`config.mk`:
```
export PLATFORM = sky130hd
export DESIGN_NAME = hs32_wb_arbiter
export DESIGN_NICKNAME = d
export VERILOG_FILES = /design/src/rtl/hs32_wb_pkg.sv /design/src/rtl/hs32_wb_fifo2.sv /design/src/rtl/hs32_wb_arbiter.sv
export SDC_FILE = /design/constraint.sdc
export NUM_CORES = 1
export LEC_CHECK = 0
export ABC_AREA = 1
export CAP_MARGIN = 10
export CORE_UTILIZATION = 30
export DETAILED_ROUTE_END_ITERATION = 7
export HOLD_SLACK_MARGIN = 0.02
export PLACE_DENSITY = 0.6
export SLEW_MARGIN = 20
export SYNTH_ARGS = -nofsm -noshare
export SYNTH_HDL_FRONTEND = slang
export SYNTH_SLANG_ARGS = --single-unit
```
`constraint.sdc`:
```
create_clock -name clk -period 3.3 [get_ports clk]
set_clock_uncertainty 0.2 [all_clocks]
set_input_delay 0.33 -clock clk [delete_from_list [all_inputs] [get_ports clk]]
set_output_delay 0.33 -clock clk [all_outputs]
set_load 0.01 [all_outputs]
```
`src/rtl/hs32_wb_pkg.sv`:
```
`default_nettype none
// ============================================================================
// hs32_wb_pkg : shared request type and default sizing for the writeback path
// Revision 1.0
// ============================================================================
package hs32_wb_pkg;

   localparam int c_FIFO_DEPTH    = 2;
   localparam int c_LSU_BURST_MAX = 4;

   typedef struct packed {
      logic [3:0]  addr;
      logic [31:0] data;
      logic        bank;
   } wb_req_t;

   // The alternate bank only has 8 registers, so addr[3] set there is unreachable.
   function automatic logic is_illegal(input wb_req_t req);
      return req.bank & req.addr[3];
   endfunction

endpackage
`default_nettype wire

```
`src/rtl/hs32_wb_fifo2.sv`:
```
`default_nettype none
// ============================================================================
// hs32_wb_fifo2 : small synchronous FIFO of writeback requests
// Revision 1.0
// ============================================================================
module hs32_wb_fifo2
   import hs32_wb_pkg::*;
#(
   parameter int DEPTH = c_FIFO_DEPTH
) (
   input  logic    clk,
   input  logic    reset,
   input  logic    push_i,
   input  wb_req_t push_data_i,
   input  logic    pop_i,
   output wb_req_t head_o,
   output logic    full_o,
   output logic    empty_o
);

   localparam int PW = (DEPTH > 1) ? $clog2(DEPTH) : 1;
   localparam int CW = $clog2(DEPTH + 1);
   localparam logic [PW-1:0] c_LAST = PW'(DEPTH - 1);

   wb_req_t       mem_q [DEPTH];
   logic [PW-1:0] rd_ptr_q, rd_ptr_d;
   logic [PW-1:0] wr_ptr_q, wr_ptr_d;
   logic [CW-1:0] count_q, count_d;
   logic          w_push, w_pop;

   assign full_o  = (count_q == CW'(DEPTH));
   assign empty_o = (count_q == '0);
   assign w_push  = push_i & ~full_o;
   assign w_pop   = pop_i & ~empty_o;
   assign head_o  = mem_q[rd_ptr_q];

   always_comb begin
      rd_ptr_d = rd_ptr_q;
      wr_ptr_d = wr_ptr_q;
      if (w_push) wr_ptr_d = (wr_ptr_q == c_LAST) ? '0 : wr_ptr_q + PW'(1);
      if (w_pop)  rd_ptr_d = (rd_ptr_q == c_LAST) ? '0 : rd_ptr_q + PW'(1);
      count_d = count_q + CW'(w_push) - CW'(w_pop);
   end

   always_ff @(posedge clk) begin
      if (reset) begin
         rd_ptr_q <= '0;
         wr_ptr_q <= '0;
         count_q  <= '0;
      end else begin
         rd_ptr_q <= rd_ptr_d;
         wr_ptr_q <= wr_ptr_d;
         count_q  <= count_d;
      end
   end

   // Payload storage needs no reset; occupancy alone defines what is valid.
   always_ff @(posedge clk) begin
      if (w_push) mem_q[wr_ptr_q] <= push_data_i;
   end

endmodule
`default_nettype wire

```
`src/rtl/hs32_wb_arbiter.sv`:
```
`default_nettype none
// ============================================================================
// hs32_wb_arbiter : merges ALU and LSU writebacks onto one register-file port
// Revision 1.0
// ============================================================================
module hs32_wb_arbiter
   import hs32_wb_pkg::*;
#(
   parameter int FIFO_DEPTH    = c_FIFO_DEPTH,
   parameter int LSU_BURST_MAX = c_LSU_BURST_MAX
) (
   input  logic        clk,
   input  logic        reset,
   input  logic        alu_valid_i,
   output logic        alu_ready_o,
   input  logic [3:0]  alu_addr_i,
   input  logic [31:0] alu_data_i,
   input  logic        alu_bank_i,
   input  logic        lsu_valid_i,
   output logic        lsu_ready_o,
   input  logic [3:0]  lsu_addr_i,
   input  logic [31:0] lsu_data_i,
   input  logic        lsu_bank_i,
   output logic [3:0]  wp1_addr_o,
   output logic [31:0] wp1_data_o,
   output logic        wp1_we1_o,
   output logic        wp1_we2_o,
   output logic        fwd_valid_o,
   output logic        fwd_bank_o,
   output logic [3:0]  fwd_addr_o,
   output logic [31:0] fwd_data_o,
   output logic        err_o,
   output logic        busy_o
);

   localparam int SW = (LSU_BURST_MAX > 0) ? $clog2(LSU_BURST_MAX + 1) : 1;
   localparam logic [SW-1:0] c_STARVE_MAX = SW'(LSU_BURST_MAX);

   wb_req_t w_alu_req, w_lsu_req, w_alu_head, w_lsu_head, w_gnt_req;
   logic    w_alu_full, w_alu_empty, w_lsu_full, w_lsu_empty;
   logic    w_gnt_alu, w_gnt_lsu;

   logic [SW-1:0] starve_q, starve_d;
   logic          out_valid_q, out_valid_d;
   logic          we1_q, we1_d, we2_q, we2_d, err_q, err_d, bank_q, bank_d;
   logic [3:0]    addr_q, addr_d;
   logic [31:0]   data_q, data_d;

   assign w_alu_req   = '{addr: alu_addr_i, data: alu_data_i, bank: alu_bank_i};
   assign w_lsu_req   = '{addr: lsu_addr_i, data: lsu_data_i, bank: lsu_bank_i};
   assign alu_ready_o = ~w_alu_full;
   assign lsu_ready_o = ~w_lsu_full;

   hs32_wb_fifo2 #(.DEPTH(FIFO_DEPTH)) u_alu_fifo (
      .clk        (clk),
      .reset      (reset),
      .push_i     (alu_valid_i & alu_ready_o),
      .push_data_i(w_alu_req),
      .pop_i      (w_gnt_alu),
      .head_o     (w_alu_head),
      .full_o     (w_alu_full),
      .empty_o    (w_alu_empty)
   );

   hs32_wb_fifo2 #(.DEPTH(FIFO_DEPTH)) u_lsu_fifo (
      .clk        (clk),
      .reset      (reset),
      .push_i     (lsu_valid_i & lsu_ready_o),
      .push_data_i(w_lsu_req),
      .pop_i      (w_gnt_lsu),
      .head_o     (w_lsu_head),
      .full_o     (w_lsu_full),
      .empty_o    (w_lsu_empty)
   );

   // LSU has priority until it has taken LSU_BURST_MAX grants past a waiting ALU.
   assign w_gnt_lsu = ~w_lsu_empty & (w_alu_empty | (starve_q != c_STARVE_MAX));
   assign w_gnt_alu = ~w_alu_empty & ~w_gnt_lsu;
   assign w_gnt_req = w_gnt_lsu ? w_lsu_head : w_alu_head;

   always_comb begin
      starve_d = starve_q;
      if (w_gnt_alu || w_alu_empty) begin
         starve_d = '0;
      end else if (w_gnt_lsu && (starve_q != c_STARVE_MAX)) begin
         starve_d = starve_q + SW'(1);
      end
   end

   always_comb begin
      out_valid_d = w_gnt_alu | w_gnt_lsu;
      we1_d  = 1'b0;
      we2_d  = 1'b0;
      err_d  = 1'b0;
      bank_d = bank_q;
      addr_d = addr_q;
      data_d = data_q;
      if (out_valid_d) begin
         bank_d = w_gnt_req.bank;
         data_d = w_gnt_req.data;
         addr_d = w_gnt_req.bank ? {1'b0, w_gnt_req.addr[2:0]} : w_gnt_req.addr;
         err_d  = is_illegal(w_gnt_req);
         we1_d  = ~w_gnt_req.bank;
         we2_d  = w_gnt_req.bank & ~err_d;
      end
   end

   always_ff @(posedge clk) begin
      if (reset) begin
         starve_q    <= '0;
         out_valid_q <= 1'b0;
         we1_q       <= 1'b0;
         we2_q       <= 1'b0;
         err_q       <= 1'b0;
         bank_q      <= 1'b0;
         addr_q      <= '0;
         data_q      <= '0;
      end else begin
         starve_q    <= starve_d;
         out_valid_q <= out_valid_d;
         we1_q       <= we1_d;
         we2_q       <= we2_d;
         err_q       <= err_d;
         bank_q      <= bank_d;
         addr_q      <= addr_d;
         data_q      <= data_d;
      end
   end

   assign wp1_addr_o  = addr_q;
   assign wp1_data_o  = data_q;
   assign wp1_we1_o   = we1_q;
   assign wp1_we2_o   = we2_q;
   assign fwd_valid_o = we1_q | we2_q;
   assign fwd_bank_o  = bank_q;
   assign fwd_addr_o  = addr_q;
   assign fwd_data_o  = data_q;
   assign err_o       = err_q;
   assign busy_o      = ~w_alu_empty | ~w_lsu_empty | out_valid_q;

endmodule
`default_nettype wire

```
==> summary.md, run 1 <==
| Metric | Value |
|---|---|
| Status | finished, violations left |
| Violated checks | DRC |
| Total Die Area | 27500 um^2 |
| Top-count cell post-synth | nand2_1 |
| Hold WS | 0.228 ns |
| Post-layout util | 39.1% |
| NumNets Final | 932 |
| Die H | 166 um |
| # H-tree levels | 1 |
| Setup Crit Path Kind | flop to output pin |
| Register bit total from synthesis | 202 |
| Post-Syn Instances | 729 |
| Antenna fix cells | 0 |
| Hold_buf cts | 0 |
| Synth Cell Area | 8050 um^2 |
| Worst Setup Start Kind | flop |
| Max-Cap Viols | 0 |
| P_sw | 2.93 mW |
| Clock power frac | 24.9% |
| Initial Util | 30.7% |
| Clk buf depth | 3 |
| Drt first pass iters | 7 |
| Post-DRT Antenna Nets | 0 |
| Slew Viols, Final | 0 |
| Fill cells | 2511 |
| Syn nets | 813 |
| I/O Pins | 158 |
| GR Overflow Total | 0 |
| Final hold vios | 0 |
| Rows | 59 |
| First-pass GRT wire length | 29400 um |
| Number of global-route vias before repair | 5030 |
| Area contributors post-synth | edfxtp_1, dfxtp_1, nand2_1, buf_4, nor2_1 |
| Worst vdd ir | 0.335 mV |
| Highest Clock Rate | 362 MHz |
| Sequential area share after synthesis | 68.7% |
| Area grow syn2layout | 27.4% |
| # resized after CTS | 0 |
| Avg Inst Size Synth | 11.0 um^2 |
| Final Wtd Congestion | 0.759 |
| Post-detail-place hpwl | 12500 um |
| Peak fanout along the critical path | 12 |
| DRT iter0 DRCs | 283 |
| Gate power share | 34.4% |
| Number of synthesized flops with an enable pin | 148 |
| Async S/R FF share, synth | 0% |
| Final setup fails | 0 |
| TritonCTS Buffers | 21 |
| Synth Warn # | 0 |
| Lkg Pwr | 3.93 nW |
| Register share of total power | 40.8% |
| Core area | 26200 um^2 |
| Distinct cells, synth | 25 |
| Fin Setup TNS | 0 ns |
| Vias per std cell | 4.44 |
| Clk slew on worst S/H paths | 0.06 ns |
| Avg WL per Cell | 15.9 um |
| Share of post-route cells with drive strength above 1 | 6.61% |
| DRC Markers | 3 |
| Total track usage | 13.7% |
| Top FF cell, synth | edfxtp_1 |
| Relative slew slack | 50.7% |
| Cell taking the most area after synthesis | edfxtp_1 |
| Clk_lat worst skew | 0.48 ns |
| Clk Tree Root Cell | clkbuf_16 |
| Clk sink count | 202 |
| Yosys top cell area share | 55.2% |
| RSZ-0062 raised after global routing | false |
| Pint | 5.76 mW |
| Initial antenna violation count | 0 |
| CTS tree | yes |
| Critical Path AT | 2.23 ns |
| IO Port Bufs | 157 |
| Die Width | 166 um |
| Worst Max-Slew Pin Slew | 0.738 ns |
| Hold crit path type | input pin to flop |
| Fin crit period | 2.76 ns |
| Via Count | 5318 |
| Top cells by count, synth | nand2_1, edfxtp_1, nor2_1, dfxtp_1, nand3_1 |
| Critical Path Sink Type | output pin |
| Place WS | 0.615 ns |
| Final critical-path setup slack | 0.540 ns |
| Largest net degree at the start of global routing | 39 |
| Final wirelength | 19000 um |
| Switching Fraction | 33.7% |
| CP required | 2.77 ns |
| Power Density | 847 nW/um^2 |
| Period utilization | 83.6% |
| Setup bufs post-CTS | 0 |
[metal layers]
| metal | wire length [um] | vias up | track usage (%) | share of wire [%] |
|---|---|---|---|---|
| li1 | - | 2634 | - | - |
| met1 | 8740 | 2507 | 19.2 | 46 |
| met2 | 8810 | 148 | 21.8 | 46 |
| met3 | 1060 | 29 | 2.03 | 5.6 |
| met4 | 423 | 0 | 4.51 | 2.2 |
| met5 | 0 | - | 0 | 0 |
[kinds of logic after synthesis]
logic type	Yosys count	synth area share (%)
adders and majority gates	6	0.933
DFF	202	68.7
and+or+nand+nor	377	19.5
AOI/OAI and AO/OA	45	3.19
xor gates and xnor gates	3	0.327
buffers and inverters	96	7.37
[stage by stage]
| step | instances | cell area (um^2) | total power [mW] |
|---|---|---|---|
| after floorplan | 729 | 8050 | 5.48 |
| after global placement | 1160 | 9630 | 6.58 |
| after detailed placement | 1160 | 9630 | 6.62 |
| after CTS | 1197 | 10300 | 8.79 |
| after global routing | 1197 | 10300 | 9.22 |
| final | 1197 | 10300 | 8.68 |
[cells in the final DEF, fill, tap and decap left out, drive strengths merged]
master | netlist | routed
nor2 | 84 | 84
clkbuf | 4 | 28
or2 | 3 | 3
xnor2 | 3 | 3
inv | 27 | 27
buf | 65 | 8
nand3 | 45 | 45
nand2 | 227 | 227
clkinvlp | 0 | 1
clkinv | 0 | 7
o21ai | 25 | 25
bufinv | 0 | 1
ha | 6 | 6
clkdlybuf4s50 | 0 | 157
nand4 | 18 | 18
a21oi | 9 | 9
edfxtp | 148 | 148
a21boi | 11 | 11
dfxtp | 54 | 54
[worst max-delay path, stage by stage, from the launching register on]
cell	delay (ns)
dfxtp_1	0.35
nor2_2	0.46
nand2_4	0.12
or2_2	0.30
clkdlybuf4s50_1	0.52
[registers in the layout, indices dropped and copies added, names as in the netlist, named ones only]
signal	cells
u_alu_fifo.rd_ptr_q	1
u_lsu_fifo.rd_ptr_q	1
u_alu_fifo.mem_q	74
err_o	1
starve_q	3
u_lsu_fifo.count_q	2
out_valid_q	1
u_alu_fifo.count_q	2
u_lsu_fifo.wr_ptr_q	1
u_lsu_fifo.mem_q	74
fwd_bank_o	1
fwd_data_o	32
wp1_we1_o	1
fwd_addr_o	4
u_alu_fifo.wr_ptr_q	1
wp1_we2_o	1
[power groups by stage]
stage               Sequential (mW)  Clock, mW  Combinational [mW]
detailed placement             3.60          0                3.02
CTS                            3.55       2.20                3.03
global placement               3.59          0                3.00
floorplan                      3.61          0                1.87
finish                         3.54       2.16                2.98
global route                   3.59       2.31                3.31
[final cells by class]
class / count / area (um^2) / area share, %
multi-input cells: 431 / 1960 / 19.1
repair buffers: 165 / 1630 / 15.9
inverters: 27 / 101 / 0.988
flip-flops and latches: 202 / 5530 / 53.9
clock buffers: 28 / 552 / 5.38
clock inverters: 9 / 67.6 / 0.659
well taps: 335 / 419 / 4.09
[worst paths after layout]
check                                            to  slack, ns  cells past startpoint                             start
setup / recovery                             busy_o       0.54                      4  u_lsu_fifo.count_q[1]$_SDFF_PP0_
hold / removal    u_alu_fifo.mem_q[1][24]$_DFFE_PP_       0.23                      1                    alu_data_i[23]
setup reg to reg   u_lsu_fifo.count_q[1]$_SDFF_PP0_       0.63                     13          starve_q[0]$_SDFFE_PP0P_
hold reg to reg            starve_q[0]$_SDFFE_PP0P_       0.25                      1          starve_q[0]$_SDFFE_PP0P_
No activity file was read; power rests on OpenSTA's default activity.
==> run 2: changes to the inputs <==
Settings changed: PLACE_DENSITY 0.6 to 0.62.
Clock period 3.3 ns to 2.4 ns, I/O delays scaled along.
==> run 2 against run 1 <==
Against the previous run: the flow still finishes with violations (DRC); global-route usage up 0.76 points; clock-buffer cell count stayed put; routed wire length is 2.3% higher; worst hold slack worse by 0.11 ns; final cell count is 0.67% higher; design area is 1.1% higher; core utilization up 0.42 points; setup slack lost 0.30 ns; clock power up 37%; sequential cell count stayed put; sequential power is 37% higher; critical path type unchanged; largest cell class unchanged; largest power group unchanged.
==> summary.md, run 2 (synthesis results as in run 1) <==
| Metric | Value |
|---|---|
| Drt first pass iters | 6 (was 7) |
| CP required | 1.96 ns (was 2.77 ns) |
| First-pass GRT wire length | 31100 um (was 29400 um) |
| Peak fanout along the critical path | 4 (was 12) |
| Setup Crit Path Kind | flop to output pin (unchanged) |
| Clk_lat worst skew | 0.50 ns (was 0.48 ns) |
| Final Wtd Congestion | 0.779 (was 0.759) |
| Area grow syn2layout | 28.8% (was 27.4%) |
| NumNets Final | 940 (was 932) |
| Number of global-route vias before repair | 5390 (was 5030) |
| DRT iter0 DRCs | 353 (was 283) |
| Total Die Area | 27500 um^2 (unchanged) |
| Largest net degree at the start of global routing | 39 (unchanged) |
| RSZ-0062 raised after global routing | false (unchanged) |
| Clk slew on worst S/H paths | 0.06 ns (about the same) |
| Area of placed instances | 9740 um^2 (was 9630 um^2) |
| Rows | 59 (unchanged) |
| Commonest non-fill, non-tap cell in the layout | nand2_1 (unchanged) |
| Die H | 166 um (unchanged) |
| Hold_buf cts | 0 (unchanged) |
| Violated checks | DRC (unchanged) |
| IO Port Bufs | 157 (unchanged) |
| Period utilization | 90.1% |
| Slew Viols, Final | 0 (unchanged) |
| Critical Path AT | 1.72 ns (was 2.23 ns) |
| Fin Setup TNS | 0 ns (unchanged) |
| Post-DRT Antenna Nets | 0 (unchanged) |
| Max-Cap Viols | 0 (unchanged) |
| Setup bufs post-CTS | 0 (unchanged) |
| Post-detail-place hpwl | 12900 um (was 12500 um) |
| Post-Layout Inst Area | 10400 um^2 (was 10300 um^2) |
| Power Density | 1160 nW/um^2 (was 847 nW/um^2) |
| Final hold vios | 0 (unchanged) |
| I/O Pins | 158 (unchanged) |
| Most frequent cells in the layout | nand2_1, clkdlybuf4s50_1, edfxtp_1, nor2_1, dfxtp_1 (unchanged) |
| GR Overflow Total | 0 (unchanged) |
| Initial Util | 30.7% (unchanged) |
| Hold WS | 0.121 ns (was 0.228 ns) |
| DRC Markers | 4 (was 3) |
| Via Count | 5335 (was 5318) |
| Final setup fails | 0 (unchanged) |
| Clk buf depth | 3 (unchanged) |
| Core area | 26200 um^2 (unchanged) |
| Worst Max-Slew Pin Slew | 0.773 ns (was 0.738 ns) |
| Status | finished, violations left (unchanged) |
| Share of post-route cells with drive strength above 1 | 7.82% (was 6.61%) |
| Final wirelength | 19500 um (was 19000 um) |
| Critical Path Sink Type | output pin (unchanged) |
| Die Width | 166 um (unchanged) |
| Initial antenna violation count | 0 (unchanged) |
| Antenna fix cells | 0 (unchanged) |
| Clk Tree Root Cell | clkbuf_16 (unchanged) |
| Vias per std cell | 4.43 (was 4.44) |
| Total track usage | 14.5% (was 13.7%) |
| CTS tree | yes (unchanged) |
| Worst Setup Start Kind | flop (unchanged) |
| Clk sink count | 202 (unchanged) |
| Fin crit period | 2.16 ns |
| Highest Clock Rate | 462 MHz |
| Hold crit path type | input pin to flop (unchanged) |
| # resized after CTS | 1 (was 0) |
| Total Power | 12.1 mW (was 8.68 mW) |
| Avg WL per Cell | 16.2 um (was 15.9 um) |
| Relative slew slack | 48.4% (was 50.7%) |
| Worst vdd ir | 0.438 mV (was 0.335 mV) |
| Lkg Pwr | 3.99 nW (was 3.93 nW) |
| # H-tree levels | 1 (unchanged) |
| TritonCTS Buffers | 20 (was 21) |
==> run 2: cell count changes in the layout (fill, tap and decap cells not counted) <==
| cell | before | now |
|---|---|---|
| clkbuf_8 | 0 | 2 |
| clkdlybuf4s50_1 | 157 | 156 |
| clkbuf_1 | 7 | 6 |
| clkinv_1 | 4 | 2 |
| clkinv_2 | 3 | 4 |
| buf_12 | 0 | 3 |
| clkinvlp_4 | 1 | 0 |
| clkbuf_16 | 21 | 20 |
| buf_4 | 8 | 14 |
| dlygate4sd2_1 | 0 | 1 |
| clkinv_8 | 0 | 1 |
==> run 2: where the power goes <==
group / total (mW) / switching, mW / internal [mW]
clock: 2.96 / 1.25 / 1.72
sequential: 4.85 / 0.379 / 4.47
combinational: 4.24 / 2.44 / 1.81
==> run 2: worst max-delay path, cell delays in order (launching register included) <==
cell,delay (ns)
dfxtp_1,0.37
nor2_4,0.19
nand2_4,0.08
or2_2,0.27
dlygate4sd2_1,0.31
==> run 2: routing by layer <==
layer,GRT usage [%],up-vias,part of all wire (%)
met5,0,-,0
met4,3.66,0,1.5
met3,1.86,20,4.0
met2,24.7,121,49
met1,19.4,2542,45
li1,-,2652,-
==> run 2: final cells by class <==
class / instances / area (um^2)
Tap cell: 335 / 419
Multi-Input combinational cell: 431 / 1960
Fill cell: 2446 / 15800
Clock buffer: 28 / 551
Inverter: 27 / 101
Sequential cell: 202 / 5530
Clock inverter: 8 / 73.8
Timing Repair Buffer: 174 / 1740
==> run 2: stage by stage <==
| step | util [%] | worst slack [ns] | cells |
|---|---|---|---|
| after floorplan | - | 0.120 | 729 |
| after global placement | 37.2 | 0.406 | 1169 |
| after detailed placement | 37.2 | 0.349 | 1169 |
| after CTS | 39.5 | 0.200 | 1205 |
| after global routing | 39.5 | 0.144 | 1205 |
| final | 39.5 | 0.237 | 1205 |
==> run 2: worst paths after layout <==
check / startpoint / endpoint / slack (ns) / depth (start not counted)
setup / recovery: u_alu_fifo.count_q[1]$_SDFF_PP0_ / busy_o / 0.24 / 4
hold / removal: lsu_data_i[22] / u_lsu_fifo.mem_q[0][23]$_DFFE_PP_ / 0.12 / 1
hold reg to reg: starve_q[0]$_SDFFE_PP0P_ / starve_q[0]$_SDFFE_PP0P_ / 0.25 / 1
setup reg to reg: starve_q[0]$_SDFFE_PP0P_ / u_lsu_fifo.count_q[1]$_SDFF_PP0_ / 0.32 / 13
==> run 3: changes to the inputs <==
Settings changed: CTS_CLUSTER_DIAMETER from default to 60, SLEW_MARGIN 20 to default.
==> results of run 3 <==
Final layout, timing and power as in run 2 (identical DEF).
==> RTL edit 1: new RTL, settings of run 1 <==
Set the package constant `c_FIFO_DEPTH` to 1 (it was 2).
--- a/src/rtl/hs32_wb_pkg.sv
+++ b/src/rtl/hs32_wb_pkg.sv
@@ -7,3 +7,3 @@
 
-   localparam int c_FIFO_DEPTH    = 2;
+   localparam int c_FIFO_DEPTH    = 1;
    localparam int c_LSU_BURST_MAX = 4;
Function: changed (a bounded check fails within 4 cycles, from zero or initial values and one cycle with reset high).
==> RTL edit 1 against run 1 <==
- first-iteration DRC count down 57%
- clock power down 19%
- worst setup slack better by 0.26 ns
- power down 55%
- final cell count down 43%
- fmax up 10%
- wire length down 47%
- sequential cell count down 82
- final area down 37%
- utilization up 5.4 points
- count of clock-buffer cells in the layout down 5
- area after synthesis down 45%
- critical endpoint is now alu_ready_o
- highest routed layer unchanged
==> RTL edit 1: results (changes against run 1) <==
clkTransAtPathRegs_ns: 0.05
switching_power_uw: 852  # -71%
ys_warn_count: 0  # unchanged
cts.repair.resized: 0  # unchanged
synthDistinctLibCells: 22  # -12%
p_leak_nw: 2.26  # -42%
hpwl_um: 6580  # -47%
slew_headroom_pct: 41.4  # -9.3 points
n_fill_cell: 1360  # -46%
rr_worst_depth: 7  # -6
hold_class: "flip-flop to flip-flop"
seq_area_frac_synth_pct: 71.0  # +2.3 points
antenna_found_initial: 0  # unchanged
cts_root_buf: "clkbuf_16"
synth-xor-area-share_pct: 0.198  # -0.13 points
finalHoldViolCount: 0  # unchanged
cts_setup_buffers: 0  # unchanged
async_flop_share_pct: 0  # unchanged
grt_max_degree: 41  # +5.1%
firstDrtPassIters: 4  # -3
gp_congestion: 0.667  # -12%
cts_buffer_depth: 2  # -1
n_antenna_cell: 0  # unchanged
synth_nets: 442  # -46%
status: "complete, no violations"
grt_use_total_pct: 14.1  # +0.44 points
grt_pass1_wl_um: 15400  # -47%
ir_worst_vdd_mv: 0.397  # +18%
synth_adder_area_share_pct: 0.565  # -0.37 points
cp.arrival_ns: 1.97  # -0.26 ns
synthTopCellsByArea: "edfxtp_1 (50%), dfxtp_1 (21%), buf_4 (7.5%)"
ys.flop_type: "edfxtp_1"
avgRoutedWirePerCell_um: 14.6  # -8.0%
h-tree-depth: 4  # +3
portBuffers: 157  # unchanged
cts_buffers: 17  # -19%
crit_fanout: 22  # +10
synth-edff-count: 74  # -50%
layout-drive-gt1-share_pct: 8.80  # +2.2 points
hold_path_depth: 1  # unchanged
drt_iter0_drc: 123  # -57%
insertion_delay_ns: 0.40  # -0.08 ns
synth_compound_area_share_pct: 5.85  # +2.7 points
synth_mux_area_share_pct: 0  # unchanged
synthTopCellsByCount: "nand2_1 (78), edfxtp_1 (74), dfxtp_1 (46), buf_4 (44), nand3_1 (39)"
fin_nets: 567  # -39%
dr_total_vias: 2989  # -44%
==> RTL edit 1: layout make-up <==
cell class              count  area share [%]
well taps                 184            3.57
flip-flops and latches    120            48.7
clock inverters             9            1.53
inverters                  12           0.698
repair buffers            161            24.8
multi-input cells         175            13.4
clock buffers              23            7.26
==> RTL edit 1: worst max-delay path, cell delays in order (launching register included) <==
cell and delay (ns):
dfxtp_2 0.63, buf_4 0.36, inv_1 0.09, clkdlybuf4s50_1 0.49
==> RTL edit 1: path summary, 6_finish.rpt <==
| check | from | end | slack (ns) |
|---|---|---|---|
| min reg2reg | starve_q[0] | starve_q[0] | 0.27 |
| max reg2reg | starve_q[0] | fwd_data_o[22] | 1.10 |
| min | starve_q[0] | starve_q[0] | 0.27 |
| max | u_alu_fifo.full_o | alu_ready_o | 0.80 |
==> RTL edit 1: layer usage <==
layer	track usage [%]	up-vias	part of all wire [%]
met2	23.8	116	51
met4	5.50	0	0.75
met3	5.26	8	6.8
met5	0	-	0
met1	16.2	1382	42
li1	-	1483	-
==> RTL edit 1: power by group through the flow <==
stage	clock [mW]	combinational, mW	sequential, mW
finish	1.74	0.451	1.76
global route	1.86	0.495	1.77
CTS	1.79	0.459	1.76
detailed placement	0	0.457	1.79
global placement	0	0.452	1.79
floorplan	0	0.208	1.79
==> RTL edit 1: stage by stage <==
step	hold WS (ns)	worst slack, ns	std cells	total power, mW	area, um2
floorplan	0.203	0.727	362	2.00	4430
global placement	0.229	1.09	652	2.24	5880
detailed placement	0.261	1.06	652	2.25	5880
CTS	0.249	0.750	684	4.01	6450
global route	0.256	0.660	684	4.13	6450
finish	0.267	0.797	684	3.95	6450
==> RTL edit 1: cells by family after synthesis <==
| family | after synthesis |
|---|---|
| fa+ha+maj | 2 |
| compound gates | 42 |
| xor+xnor | 1 |
| buf+inv | 67 |
| flops | 120 |
| simple gates | 130 |
==> RTL edit 2: new RTL, flow settings as in run 1 <==
Without the edit above. Reset style: asynchronous (`reset`), changed in 2 clocked blocks.
--- a/src/rtl/hs32_wb_fifo2.sv
+++ b/src/rtl/hs32_wb_fifo2.sv
@@ -44,3 +44,3 @@
 
-   always_ff @(posedge clk) begin
+   always_ff @(posedge clk or posedge reset) begin
       if (reset) begin
--- a/src/rtl/hs32_wb_arbiter.sv
+++ b/src/rtl/hs32_wb_arbiter.sv
@@ -107,3 +107,3 @@
 
-   always_ff @(posedge clk) begin
+   always_ff @(posedge clk or posedge reset) begin
       if (reset) begin
Check against the original RTL: differs if reset is asserted again (counterexample within 4 cycles, from zero or initial values and one cycle with reset high); with reset held inactive, the same outputs for 10 cycles.
==> RTL edit 2 against run 1 <==
- the flow still finishes with violations (DRC)
- worst hold slack better by 0.048 ns
- wire length is 3.0% lower
- critical path depth is 1 higher
- final area up 0.85%
- power grew 11%
- area after synthesis increased by 0.65%
- register-to-register slack better by 0.18 ns
- combinational power rose by 22%
- fmax rose by 9.2%
- clock power shrank 6%
- sequential cell count fell by 2
- worst setup slack better by 0.23 ns
- critical path type unchanged
==> RTL edit 2: results (changes against run 1) <==
status: "finished, violations left"
synth_top_area_share_pct: 54.9  # -0.36 points
synthTopCellsByCount: "edfxtp_1 (148), nand2_1 (144), nor2_1 (70), o21ai_0 (69), dfrtp_1 (52)"
cts_buffer_depth: 2  # -1
insertion_delay_ns: 0.42  # -0.06 ns
cts-hold-fix-buffers: 1  # +1
cts_root_buf: "clkbuf_16"
n_antenna_cell: 0  # unchanged
crit_fanout: 9  # -3
h-tree-depth: 4  # +3
seq_area_frac_synth_pct: 71.0  # +2.3 points
layout-drive-gt1-share_pct: 9.49  # +2.9 points
synthDistinctLibCells: 29  # +16%
firstDrtPassIters: 8  # +1
async_flop_share_pct: 26.0  # +26 points
fin_nets: 872  # -6.4%
portBuffers: 157  # unchanged
violations: "DRC"
grt_use_total_pct: 13.7  # about the same
antenna_found_initial: 1  # +1
cts_buffers: 17  # -19%
synth-edff-count: 148  # unchanged
grt_pass1_wl_um: 28300  # -3.7%
dr_total_vias: 4960  # -6.7%
tightest_slew_ns: 0.835  # +0.0971 ns
cts.repair.resized: 0  # unchanged
cts_setup_buffers: 0  # unchanged
hpwl_um: 12100  # -3.2%
drc: 9  # +6
grt_max_degree: 40  # +2.6%
synthTopCellsByArea: "edfxtp_1 (55%), dfrtp_1 (16%), nand2_1 (6.7%)"
p_leak_nw: 3.87  # -1.5%
cp.arrival_ns: 2.00  # -0.23 ns
avgRoutedWirePerCell_um: 16.2  # +2.2%
p_int_mw: 6.27  # +9.0%
clkTransAtPathRegs_ns: 0.06  # about the same
drt_iter0_drc: 277  # -2.1%
tns_ns: 0  # unchanged
ys_warn_count: 0  # unchanged
gp_congestion: 0.717  # -5.6%
grt_pass1_vias: 4879  # -3.0%
hold_class: "flip-flop to flip-flop"
ir_worst_vdd_mv: 0.380  # +13%
synth_nets: 750  # -7.7%
## RTL edit 2: final cells by class
type / count / area (um2)
clock buffer: 21 / 450
clock inverter: 11 / 136
inverter: 21 / 78.8
timing repair buffer: 169 / 1680
multi-input combinational: 379 / 1830
sequential: 200 / 5750
fill: 2535 / 15900
tap: 335 / 419
## RTL edit 2: power by group through the flow
stage               sequential [mW]  combinational, mW  clock, mW
global placement               3.97               3.68          0
detailed placement             3.99               3.73          0
floorplan                      3.97               2.31          0
CTS                            3.95               3.74       2.11
global route                   4.02               4.05       2.21
finish                         3.93               3.64       2.04
## RTL edit 2: logic make-up after synthesis
| logic type | Yosys count | synth area share, % |
|---|---|---|
| AND/OR/NAND/NOR | 263 | 13.9 |
| flip-flops | 200 | 71.0 |
| AO/OA/AOI/OAI | 103 | 6.57 |
| buffers and inverters | 87 | 6.89 |
| XOR/XNOR | 7 | 0.757 |
| adder cells (fa/ha/maj) | 6 | 0.927 |
## RTL edit 2: routing by layer
layer / track usage [%] / part of all wire, % / routed length, um / vias to the layer above
met5: 0 / 0.070 / 13 / -
met3: 3.10 / 4.6 / 854 / 4
met2: 23.0 / 49 / 9030 / 116
met1: 17.9 / 46 / 8500 / 2387
met4: 3.62 / 0.28 / 52 / 2
li1: - / - / - / 2451
## RTL edit 2: stage by stage
stage,util (%),cell area [um2],cells,setup WS (ns)
detailed placement,37.1,9740,1103,0.770
global route,39.3,10300,1136,0.605
CTS,39.3,10300,1136,0.727
global placement,37.1,9740,1103,0.799
finish,39.3,10300,1136,0.772
floorplan,-,8100,666,0.459
## RTL edit 2: critical path, cell delays in order (launching register included)
cell,delay [ns]
dfrtp_1,0.40
or2_4,0.28
nor2_4,0.10
inv_2,0.10
or2_1,0.23
clkdlybuf4s50_1,0.48
## RTL edit 2: path summary, 6_finish.rpt
path | end | start | cells after the start | slack, ns
setup / recovery | busy_o | u_lsu_fifo.count_q[1] | 5 | 0.77
max in group asynchronous | fwd_data_o[17] | reset | 4 | 1.65
hold / removal | starve_q[0] | starve_q[0] | 1 | 0.28
hold reg to reg | starve_q[0] | starve_q[0] | 1 | 0.28
setup reg to reg | u_lsu_fifo.count_q[1] | starve_q[0] | 11 | 0.81
min in group asynchronous | fwd_data_o[31] | reset | 3 | 0.57
